--- src/rtl/run_monitor_pkg.sv ---
// Shared types for run_monitor: FSM state and fail-code encodings with their widths.
package run_monitor_pkg;

  localparam int unsigned STATE_W = 2;
  localparam int unsigned FAIL_W  = 2;

  typedef enum logic [STATE_W-1:0] {
    ST_IDLE = 2'd0,
    ST_RUN  = 2'd1,
    ST_DONE = 2'd2
  } state_e;

  typedef enum logic [FAIL_W-1:0] {
    FAIL_NONE    = 2'd0,
    FAIL_ERR     = 2'd1,
    FAIL_TIMEOUT = 2'd2
  } fail_e;

endpackage

--- src/rtl/run_monitor_chan.sv ---
// Per-channel WIDTH-bit saturating event counter with synchronous clear.
// cnt_nxt exposes the value being loaded so the parent can decide exits on it.
module run_monitor_chan #(
  parameter int unsigned WIDTH = 32
) (
  input  logic             clk,
  input  logic             reset_l,
  input  logic             clr,
  input  logic             en,
  input  logic             inc,
  output logic [WIDTH-1:0] cnt,
  output logic [WIDTH-1:0] cnt_nxt
);

  logic [WIDTH-1:0] cnt_q;
  logic [WIDTH-1:0] cnt_d;

  always_comb begin
    cnt_d = cnt_q;
    if (en && inc && (cnt_q != '1)) begin
      cnt_d = cnt_q + 1'b1;
    end
    if (clr) begin
      cnt_d = '0;
    end
  end

  always_ff @(posedge clk) begin
    if (!reset_l) begin
      cnt_q <= '0;
    end else begin
      cnt_q <= cnt_d;
    end
  end

  assign cnt     = cnt_q;
  assign cnt_nxt = cnt_d;

endmodule

--- src/rtl/run_monitor.sv ---
// Run monitor: arms on start, counts RUN cycles and per-channel events, and
// latches a pass/error/timeout verdict. Optional macro RUN_MONITOR_FINISH_EN ends simulation on DONE.
module run_monitor
  import run_monitor_pkg::*;
#(
  parameter int unsigned WIDTH          = 32,
  parameter int unsigned NCH            = 4,
  parameter int unsigned EV_TARGET      = 8,
  parameter int unsigned TIMEOUT_CYCLES = 100
) (
  input  logic                 clk,
  input  logic                 reset_l,
  input  logic                 start,
  input  logic [NCH-1:0]       ev_valid,
  input  logic [NCH-1:0]       ev_err,
  output logic [STATE_W-1:0]   state,
  output logic [WIDTH-1:0]     cycle_cnt,
  output logic [NCH*WIDTH-1:0] ev_cnt,
  output logic                 done,
  output logic                 done_pulse,
  output logic [FAIL_W-1:0]    fail_code
);

  // Wide enough to compare a counter against a 32-bit parameter without truncation.
  localparam int unsigned CMP_W = WIDTH + 32;

  state_e           state_q, state_d;
  fail_e            fail_q, fail_d;
  logic             done_q, done_d;
  logic             done_pulse_q, done_pulse_d;
  logic [WIDTH-1:0] cyc_q, cyc_d, cyc_nxt;
  logic [WIDTH-1:0] ev_nxt [NCH];
  logic             run;
  logic             arm;
  logic             all_met;

  assign run = (state_q == ST_RUN);
  assign arm = start && !run;

  for (genvar g = 0; g < NCH; g++) begin : g_chan
    run_monitor_chan #(
      .WIDTH(WIDTH)
    ) u_chan (
      .clk    (clk),
      .reset_l(reset_l),
      .clr    (arm),
      .en     (run),
      .inc    (ev_valid[g]),
      .cnt    (ev_cnt[g*WIDTH +: WIDTH]),
      .cnt_nxt(ev_nxt[g])
    );
  end

  assign cyc_nxt = (cyc_q == '1) ? cyc_q : cyc_q + 1'b1;

  always_comb begin
    all_met = 1'b1;
    for (int unsigned i = 0; i < NCH; i++) begin
      if (CMP_W'(ev_nxt[i]) < CMP_W'(EV_TARGET)) begin
        all_met = 1'b0;
      end
    end
  end

  always_comb begin
    state_d      = state_q;
    fail_d       = fail_q;
    cyc_d        = cyc_q;
    done_pulse_d = 1'b0;
    if (run) begin
      cyc_d = cyc_nxt;
      if (|ev_err) begin
        state_d      = ST_DONE;
        fail_d       = FAIL_ERR;
        done_pulse_d = 1'b1;
      end else if (all_met) begin
        state_d      = ST_DONE;
        fail_d       = FAIL_NONE;
        done_pulse_d = 1'b1;
      end else if (CMP_W'(cyc_nxt) == CMP_W'(TIMEOUT_CYCLES)) begin
        state_d      = ST_DONE;
        fail_d       = FAIL_TIMEOUT;
        done_pulse_d = 1'b1;
      end
    end else if (start) begin
      state_d = ST_RUN;
      fail_d  = FAIL_NONE;
      cyc_d   = '0;
    end else if (state_q != ST_DONE) begin
      // Folds the unused encoding back to IDLE.
      state_d = ST_IDLE;
    end
    done_d = (state_d == ST_DONE);
  end

  always_ff @(posedge clk) begin
    if (!reset_l) begin
      state_q      <= ST_IDLE;
      fail_q       <= FAIL_NONE;
      cyc_q        <= '0;
      done_q       <= 1'b0;
      done_pulse_q <= 1'b0;
    end else begin
      state_q      <= state_d;
      fail_q       <= fail_d;
      cyc_q        <= cyc_d;
      done_q       <= done_d;
      done_pulse_q <= done_pulse_d;
    end
  end

  assign state      = state_q;
  assign cycle_cnt  = cyc_q;
  assign done       = done_q;
  assign done_pulse = done_pulse_q;
  assign fail_code  = fail_q;

  a_no_state3: assert property (@(posedge clk) disable iff (!reset_l) state_q != 2'd3);
  c_fail_none: cover property (@(posedge clk) done_pulse_q && (fail_q == FAIL_NONE));
  c_fail_err:  cover property (@(posedge clk) done_pulse_q && (fail_q == FAIL_ERR));
  c_fail_tmo:  cover property (@(posedge clk) done_pulse_q && (fail_q == FAIL_TIMEOUT));

`ifdef RUN_MONITOR_FINISH_EN
  always_ff @(posedge clk) begin
    if (reset_l && done_pulse_q) begin
      if (fail_q == FAIL_NONE) begin
        $write("*-* All Finished *-*\n");
        $finish;
      end else begin
        $error("run_monitor finished with fail_code=%0d", fail_q);
        $finish;
      end
    end
  end
`endif

endmodule
--- config.mk ---
export PLATFORM = sky130hd
export DESIGN_NAME = run_monitor
export DESIGN_NICKNAME = d
export VERILOG_FILES = /design/src/rtl/run_monitor_pkg.sv /design/src/rtl/run_monitor_chan.sv /design/src/rtl/run_monitor.sv
export SDC_FILE = /design/constraint.sdc
export NUM_CORES = 1
export LEC_CHECK = 0
export BUFFER_PORTS_ARGS = -buffer_cell sky130_fd_sc_hd__buf_2
export CAP_MARGIN = 20
export CORE_MARGIN = 4
export CORE_UTILIZATION = 45
export DETAILED_ROUTE_END_ITERATION = 8
export HOLD_SLACK_MARGIN = 0.06
export PLACE_DENSITY = 0.7
export SLEW_MARGIN = 15
export SYNTH_ARGS = -nofsm -noshare
export SYNTH_HDL_FRONTEND = slang
export SYNTH_HIERARCHICAL = 1
export SYNTH_SLANG_ARGS = --single-unit
--- constraint.sdc ---
create_clock -name clk -period 3.65 [get_ports clk]
set_input_delay 0.73 -clock clk [delete_from_list [all_inputs] [get_ports clk]]
set_output_delay 0.73 -clock clk [all_outputs]
set_load 0.01 [all_outputs]
Yosys cells after proc, flatten, opt, wreduce, memory -nomap -nowiden
Cells that the tools add are included.
{ "op_classes": {"n_mul": 0, "order_cmp": 4, "bitwise_logic": 0, "reduce_logical": 14, "n_mux": 29, "n_addsub": 5, "div": 0, "shifts": 0, "n_eq_ne": 10} }
{ "op_table": {"columns": ["cell", "count"], "rows": [
  ["$mux W32", 11],
  ["$add A32 B1 Y32 const B", 5],
  ["$lt A32 B4 Y1 const B", 4],
  ["$ne A32 B32 Y1 const B", 4],
  ["$eq A32 B32 Y1 const B", 1],
  ["$eq A32 B7 Y1 const B", 1],
  ["$mux W2", 11],
  ["$logic_and A1 B1 Y1", 9],
  ["$mux W1", 7],
  ["$ne A4 B4 Y1 const B", 1],
  ["$reduce_and A2 Y1", 2],
  ["$reduce_or A4 Y1", 1],
  ["$eq A2 B1 Y1 const B", 1],
  ["$eq A2 B2 Y1 const B", 1],
  ["$ne A2 B2 Y1 const B", 1],
  ["$reduce_bool A2 Y1", 1],
  ["$logic_not A1 Y1", 1]
]} }
{ "totals": {"mem_bits_ro": 0, "latch_bits": 0, "word_cells": 71, "out_inout_bits": 166, "mem_count": 0, "in_bits": 11, "reg_bits": 166, "ram_bits": 0} }

Depth between registers and ports, before layout
Gate-level depths: netlist of the first run.
{ "depth": {"ltp_word": 14, "depth_mapped": 16, "mapped_depth_nobuf": 14} }

Hierarchy
The synthesis of the first run kept the hierarchy.
{ "by_module_without_submodules": {"columns": ["module", "cells_each", "area_per_inst_um2", "instances"], "rows": [
  ["run_monitor_chan", 274, 2148.3, 4],
  ["run_monitor", 411, 2866.5, 1]
]} }

Worst setup path after synthesis of the first run
OpenSTA, ideal clock, no wires.
{ "synth_timing": {"path_type": "reg2reg", "start": "reg state_q[1], in the netlist state[1]", "end": "reg fail_q[1], in the netlist fail_code[1]", "period_less_slack_ps": 3549, "arrival_ps": 3426, "slack_ps": 101, "path_stages_with_launch": 16, "path_cell_list": "dfxtp_1 nand2b_1 inv_1 clkbuf_1 and4_1 and4_1 o311ai_4 or4_1 a21oi_1 nor4_1 nand4_1 nor2_1 nor4_1 nor2_1 o2111ai_1 o21ai_1"} }
{ "synth_lines": {"columns": ["item", "line_no", "source"], "rows": [
  ["start: declaration", "run_monitor.sv:27", "state_e state_q, state_d;"],
  ["start signal: assignment", "run_monitor.sv:104", "state_q <= state_d;"],
  ["end signal: assignment", "run_monitor.sv:105", "fail_q <= fail_d;"],
  ["end: declaration", "run_monitor.sv:28", "fail_e fail_q, fail_d;"]
]} }

==> results of run 1 <==
-- worst min path at each step --
stage / startpoint / to / slack (ns) / depth (start not counted)
floorplan: g_chan[0].u_chan/cnt[1] / g_chan[0].u_chan/cnt[1] / 0.50 / 2
global placement: g_chan[2].u_chan/cnt[1] / g_chan[2].u_chan/cnt[1] / 0.48 / 2
detailed placement: g_chan[3].u_chan/cnt[1] / g_chan[3].u_chan/cnt[1] / 0.49 / 2
CTS: g_chan[3].u_chan/cnt[1] / g_chan[3].u_chan/cnt[1] / 0.50 / 2
global route: g_chan[2].u_chan/cnt[1] / g_chan[2].u_chan/cnt[1] / 0.53 / 2
finish: g_chan[3].u_chan/cnt[1] / g_chan[3].u_chan/cnt[1] / 0.49 / 2
-- critical path: cells and delay by family (launching register included) --
| family | cells | cell delay (ns) |
|---|---|---|
| buffers and inverters | 2 | 0.29 |
| DFF | 1 | 0.32 |
| and+or+nand+nor | 8 | 1.76 |
| AOI/OAI and AO/OA | 5 | 0.87 |
-- layer usage --
| layer | share of wire | routed length (um) | vias up | track usage |
|---|---|---|---|---|
| met5 | 0 | 0 | - | 0 |
| met4 | 0.016 | 569 | 0 | 0.06475 |
| met3 | 0.069 | 2416 | 39 | 0.04764 |
| met2 | 0.47 | 16680 | 493 | 0.4062 |
| met1 | 0.44 | 15580 | 5864 | 0.3255 |
| li1 | - | - | 5996 | - |
-- state kept, by name, indices dropped and copies added (netlist names) --
signal / flops
done: 1
done_pulse: 1
fail_code: 2
cycle_cnt: 32
state: 2
g_chan.u_chan/cnt: 128
-- metrics by stage --
stage          area (sq um)  hold WS (ns)  power [W]
5_1_grt               13410        0.5258   0.004086
3_5_place_dp          12740        0.4926   0.002077
2_1_floorplan         11330        0.5023   0.001988
4_1_cts               13360        0.5014   0.003988
3_3_place_gp          12730        0.4794   0.002072
6_report              13410        0.4915   0.003943
-- where the power goes --
part / leakage, nW / internal, W / switching [W] / total, W
combinational: 3.42 / 0.0000633 / 0.000154 / 0.000217
sequential: 1.34 / 0.00182 / 0.00000513 / 0.00182
clock: 0.293 / 0.00112 / 0.000788 / 0.00191
-- area by class of cell --
| class | count | area (sq um) |
|---|---|---|
| well taps | 324 | 405.4 |
| repair buffers | 244 | 1461 |
| multi-input cells | 1222 | 7561 |
| fillers | 2355 | 11120 |
| inverters | 13 | 51.30 |
| clock inverters | 11 | 150.1 |
| flip-flops and latches | 166 | 3323 |
| clock buffers | 21 | 460.4 |
-- cells in the final DEF (no fill, tap or decap), types with 5 or more instances in the layout --
| master | n |
|---|---|
| o21ai_0 | 76 |
| a31oi_1 | 21 |
| nor2_1 | 135 |
| nand4_1 | 63 |
| ha_1 | 5 |
| a21oi_1 | 151 |
| buf_4 | 61 |
| o211ai_1 | 16 |
| or2_2 | 9 |
| nand3_1 | 46 |
| nor3_2 | 5 |
| nand3_2 | 5 |
| nor2_2 | 5 |
| clkbuf_16 | 17 |
| nor2b_1 | 12 |
| and2_1 | 26 |
| a211oi_1 | 10 |
| xnor2_1 | 20 |
| nor4_1 | 36 |
| o21ai_1 | 32 |
| buf_2 | 176 |
| buf_12 | 5 |
| and3_1 | 26 |
| or3_1 | 68 |
| o31ai_1 | 20 |
| nor3_1 | 36 |
| nor4_2 | 6 |
| mux2i_1 | 20 |
| or4_1 | 64 |
| and4_1 | 24 |
| nand2_1 | 140 |
| or2_1 | 5 |
| dfxtp_1 | 166 |
| a311oi_1 | 8 |
| nand2b_1 | 38 |
| nand4_2 | 5 |
| inv_1 | 11 |
-- repair_timing --
action                                  4_1_cts  5_1_grt
gates resized for setup                       0        6
buffers inserted                              0        5
endpoints found under the setup margin        0        6
hold buffers                                  0        0
==> metrics.csv, run 1 <==
stage,metric,value,unit
status,outcome,"complete, no violations",
worst_setup_path,required,3.95,ns
clock_tree,cts_tree,built,
placement,hpwl,25750,um
worst_setup_path,critical_path_class,flop to flop,
worst_setup_path,cp_slowest_cell,and4_1,
sta,fin_crit,3.379,ns
final_layout,final_util,0.5467,
worst_setup_path,worstPathMaxFanout,18,
grt,grt_max_degree,39,
grt,grt_use_total,0.2440,
yosys,yosysWarnings,6,
sta,maxSlewViolCount,0,
sta,setup_viol,0,
worst_setup_path,crit_path_start_kind,flop,
final_layout,drive_gt1_frac,0.2171,
worst_setup_path,r2r_start,state[1],
die,dieArea,27780,sq um
clock_tree,tritoncts.num_buffers,17,
power_and_ir_drop,leakage,5.049,nW
sta,fin_crit_sh,0.9258,
routing,vias,12390,
placement,port_buffers,176,
clock_tree,clock_latency,0.43,ns
grt,grt_antenna_before_repair,0,
final_layout,area_growth,18.39,%
worst_setup_path,crit_path_frequent_cell,and4_1,
placement,place_congestion,0.9458,
die,die_h,166.7,um
sta,worst_slack,0.2709,ns
sta,hold_violations,0,
routing,wirelength,35240,um
routing,wl_per_cell,17.61,um
worst_setup_path,reg2reg_to,state[1],
grt,grt_pass1_vias,11340,
yosys,avgSynthCellArea,7.619,sq um
clock_tree,clockRootBuffer,clkbuf_16,
placement,place_inst,1964,
placement,place_ws,0.03056,ns
sta,rsz0062_at_grt,true,
grt,grt_overflow,0,
die,coreArea,24530,sq um
worst_setup_path,startpoint,state[1],
sta,worst_pin_slew,1.151,ns
worst_setup_path,cp.arrival,3.68,ns
final_layout,num_antenna_cells,0,
sta,slew_headroom,0.2310,
power_and_ir_drop,vdd_drop_max,0.2047,mV
die,start_util,0.4618,
worst_setup_path,critPathCaptureType,flop,
worst_setup_path,cp_slowest_stage_delay,0.37,ns
sta,setup-tns-final,0,ns
die,io_pins,177,
sta,max_freq,0.2959,GHz
final_layout,finalNonFillerCells,2001,
final_layout,nets,1680,
clock_tree,clock_path_buffers,2,
routing,antenna_left,0,
flow_run,drv_cap,0,
worst_setup_path,rrSetupSlack,0.27,ns
yosys,syn_inst,1487,
die,rows,57,
grt,grt_pass1_wl,57930,um
clock_tree,htree_levels,4,
worst_setup_path,rr_worst_depth,15,
yosys,syn_nets,1503,
worst_setup_path,crit_chain,"nand2b_1, inv_1, buf_12, and4_1, and4_1, o311ai_4, o21ai_0, a21oi_1, nor4_2, nand4_1, nor2_1, nor4_1, nor2_2, o32a_1, o21ai_1",
routing,drc,0,
routing,drtIter0Drc,1035,
routing,drtPass1Iterations,5,
routing,via_per_inst,6.193,
die,die_w,166.7,um
worst_setup_path,critical_path.endpoint,state[1],
hold_path,hold_path_class,flop to flop,
clock_tree,path_clk_slew,0.06,ns
sta,clock_skew,0.01583,ns
clock_tree,clock_sinks,166,
power_and_ir_drop,pwr_density_cell,294.0,nW/um^2
yosys,synthesis.area,11330,sq um
Note: power is estimated with default switching activity, not from simulation.
==> run 2: changes to the inputs <==
- CTS_BUF_LIST: not set -> sky130_fd_sc_hd__clkbuf_4
- PLACE_DENSITY: 0.7 -> 0.68
- clock period: 3.65 -> 4.35 ns (I/O delays scaled with it)
==> run 2 against run 1 <==
Against the previous run: cell area fell by 5.1%; wire length fell by 2.5%; cell count shrank 1.7%; clock power decreased by 52%; combinational power shrank 20%; global-route usage decreased by 0.72 points; sequential power fell by 16%; critical path type unchanged; highest routed layer unchanged.
==> metrics.csv, run 2 (synthesized netlist as in run 1, its figures left out) <==
stage,metric,value,unit,change
routing,drtIter0Drc,1086,,+4.9%
sta,hold_violations,0,,unchanged
worst_setup_path,worstPathMaxFanout,20,,+2
status,outcome,"complete, no violations",,
worst_setup_path,crit_path_frequent_cell,nor4_1,,
clock_tree,postCtsHoldBufs,0,,unchanged
worst_setup_path,r2r_start,g_chan[2].u_chan/cnt[25],,
routing,antenna_left,0,,unchanged
routing,drtPass1Iterations,5,,unchanged
sta,fin_crit,3.736,ns,+0.3569 ns
grt,grt_overflow,0,,unchanged
placement,place_inst,1930,,-1.7%
die,dieArea,27780,sq um,unchanged
routing,wirelength,34360,um,-2.5%
routing,via_per_inst,6.152,,-0.67%
worst_setup_path,cp.arrival,4.17,ns,+0.49 ns
grt,grt_max_degree,63,,+62%
worst_setup_path,startpoint,g_chan[2].u_chan/cnt[25],,
clock_tree,tritoncts.num_buffers,17,,unchanged
worst_setup_path,critPathCaptureType,flop,,
routing,wl_per_cell,17.48,um,-0.76%
worst_setup_path,required,4.78,ns,+0.83 ns
clock_tree,clockRootBuffer,clkbuf_4,,
worst_setup_path,crit_chain,"nand3_2, or3_4, nor4_4, buf_4, nor4_1, o21bai_1, nor4_1, nand4_1, nor2_1, nor4_1, nor2_1, o32a_1, o21ai_1",,
power_and_ir_drop,leakage,4.692,nW,-7.1%
power_and_ir_drop,pwr-share-seq,0.583,,+0.121
power_and_ir_drop,power_frac_comb,0.066,,+0.011
clock_tree,clock_sinks,166,,unchanged
grt,grt_antenna_before_repair,1,,+1
worst_setup_path,rrSetupSlack,0.61,ns,+0.34 ns
flow_run,drv_cap,0,,unchanged
hold_path,hold_path_class,flop to flop,,
power_and_ir_drop,cellInternalPower,0.001875,W,-37%
final_layout,mostFrequentLayoutCells,"176 x buf_2, 166 x dfxtp_1, 151 x a21oi_1",,
sta,fin_crit_sh,0.8589,,-0.06692
worst_setup_path,rr_worst_depth,13,,-2
power_and_ir_drop,p_sw,0.0007487,W,-21%
placement,hpwl,24960,um,-3.1%
clock_tree,cts_setup_buffers,0,,unchanged
routing,vias,12090,,-2.4%
sta,clock_skew,0.03554,ns,+0.01971 ns
sta,rsz0062_at_grt,false,,
final_layout,layout_commonest_cell,buf_2,,
die,rows,57,,unchanged
worst_setup_path,cp_slowest_cell,nor4_4,,
placement,place_congestion,0.9563,,+1.1%
worst_setup_path,reg2reg_to,done,,
worst_setup_path,critical_path_class,flop to flop,,
clock_tree,clock_latency,0.56,ns,+0.13 ns
die,start_util,0.4618,,unchanged
routing,drc,0,,unchanged
die,coreArea,24530,sq um,unchanged
clock_tree,path_clk_slew,0.16,ns,+0.10 ns
final_layout,drive_gt1_frac,0.1974,,-0.01961
hold_path,min_from,g_chan[2].u_chan/cnt[1],,
die,die_h,166.7,um,unchanged
power_and_ir_drop,vdd_drop_max,0.1198,mV,-41%
sta,max_freq,0.2677,GHz,-9.6%
final_layout,area_growth,12.40,%,
die,die_w,166.7,um,unchanged
sta,maxSlewViolCount,0,,unchanged
final_layout,nets,1644,,-2.1%
power_and_ir_drop,pwr_density_cell,206.1,nW/um^2,-30%
clock_tree,htree_levels,4,,unchanged
worst_setup_path,critical_path.endpoint,done,,
die,io_pins,177,,unchanged
sta,worst_pin_slew,0.7746,ns,-0.3765 ns
clock_tree,clock_path_buffers,2,,unchanged
grt,grt_pass1_wl,56640,um,-2.2%
grt,grt_use_total,0.2368,,-0.007212
sta,setup_viol,0,,unchanged
sta,setup-tns-final,0,ns,unchanged
worst_setup_path,crit_path_start_kind,flop,,
placement,port_buffers,176,,unchanged
final_layout,finalNonFillerCells,1966,,-1.7%
final_layout,largest_register_ffs,128,,unchanged
sta,slew_headroom,0.4797,,+0.2487
power_and_ir_drop,netSwitchingFraction,0.2853,,+0.04521
clock_tree,cts_tree,built,,
worst_setup_path,cp_slowest_stage_delay,0.71,ns,+0.34 ns
clock_tree,post_cts_resized,0,,unchanged
power_and_ir_drop,clkPwrFrac,0.351,,-0.132
grt,grt_pass1_vias,11060,,-2.4%
## run 2: cell count changes in the layout (fill, tap and decap cells not counted), sizes merged
| cell | previous run | this run |
|---|---|---|
| diode | 0 | 1 |
| clkbuf | 21 | 19 |
| bufinv | 3 | 1 |
| clkinv | 7 | 6 |
| buf | 244 | 208 |
| inv | 12 | 15 |
| clkinvlp | 2 | 4 |
## run 2: how the worst min path moves through the flow
stage / to / depth (start not counted)
after floorplan: g_chan[0].u_chan/cnt[1] / 2
after global placement: g_chan[3].u_chan/cnt[1] / 2
after detailed placement: g_chan[2].u_chan/cnt[1] / 2
after CTS: g_chan[2].u_chan/cnt[1] / 2
after global routing: g_chan[2].u_chan/cnt[1] / 2
final: g_chan[2].u_chan/cnt[1] / 2
## run 2: area by class of cell
cell class	instances	area, sq um
sequential	166	3323
fill	2421	11800
timing repair buffer	208	1141
inverter	13	51.30
antenna	1	2.502
tap	324	405.4
clock buffer	19	142.6
clock inverter	13	123.9
multi-input combinational	1222	7545
## run 2: metal layers
layer / part of all wire / global-route usage / up-vias
li1: - / - / 5933
met3: 0.059 / 0.04290 / 35
met1: 0.46 / 0.3235 / 5727
met5: 0 / 0 / -
met4: 0.014 / 0.05621 / 0
met2: 0.47 / 0.3905 / 399
## run 2: worst max-delay path, delay by kind of cell (launching register included)
family | cells | cell delay, ns
compound gates | 3 | 0.43
buf+inv | 1 | 0.34
flops | 1 | 0.48
simple gates | 9 | 2.35
## run 2: power by group through the flow
stage / logic [W] / registers [W] / clock network [W]
3_5_place_dp: 0.000172 / 0.00156 / 0
5_1_grt: 0.000190 / 0.00153 / 0.00101
2_1_floorplan: 0.000104 / 0.00156 / 0
6_report: 0.000174 / 0.00153 / 0.000920
3_3_place_gp: 0.000168 / 0.00156 / 0
4_1_cts: 0.000172 / 0.00153 / 0.000949
## run 2: through the flow
stage,area (sq um),hold WS [ns],setup WS (ns),util,total power (W)
4_1_cts,12710,0.5090,0.5833,0.5179,0.002650
2_1_floorplan,11330,0.5023,0.8006,-,0.001668
3_3_place_gp,12430,0.4816,0.6827,0.5066,0.001730
6_report,12730,0.5077,0.6139,0.5191,0.002624
3_5_place_dp,12440,0.4873,0.5998,0.5070,0.001734
5_1_grt,12730,0.5366,0.2450,0.5191,0.002729
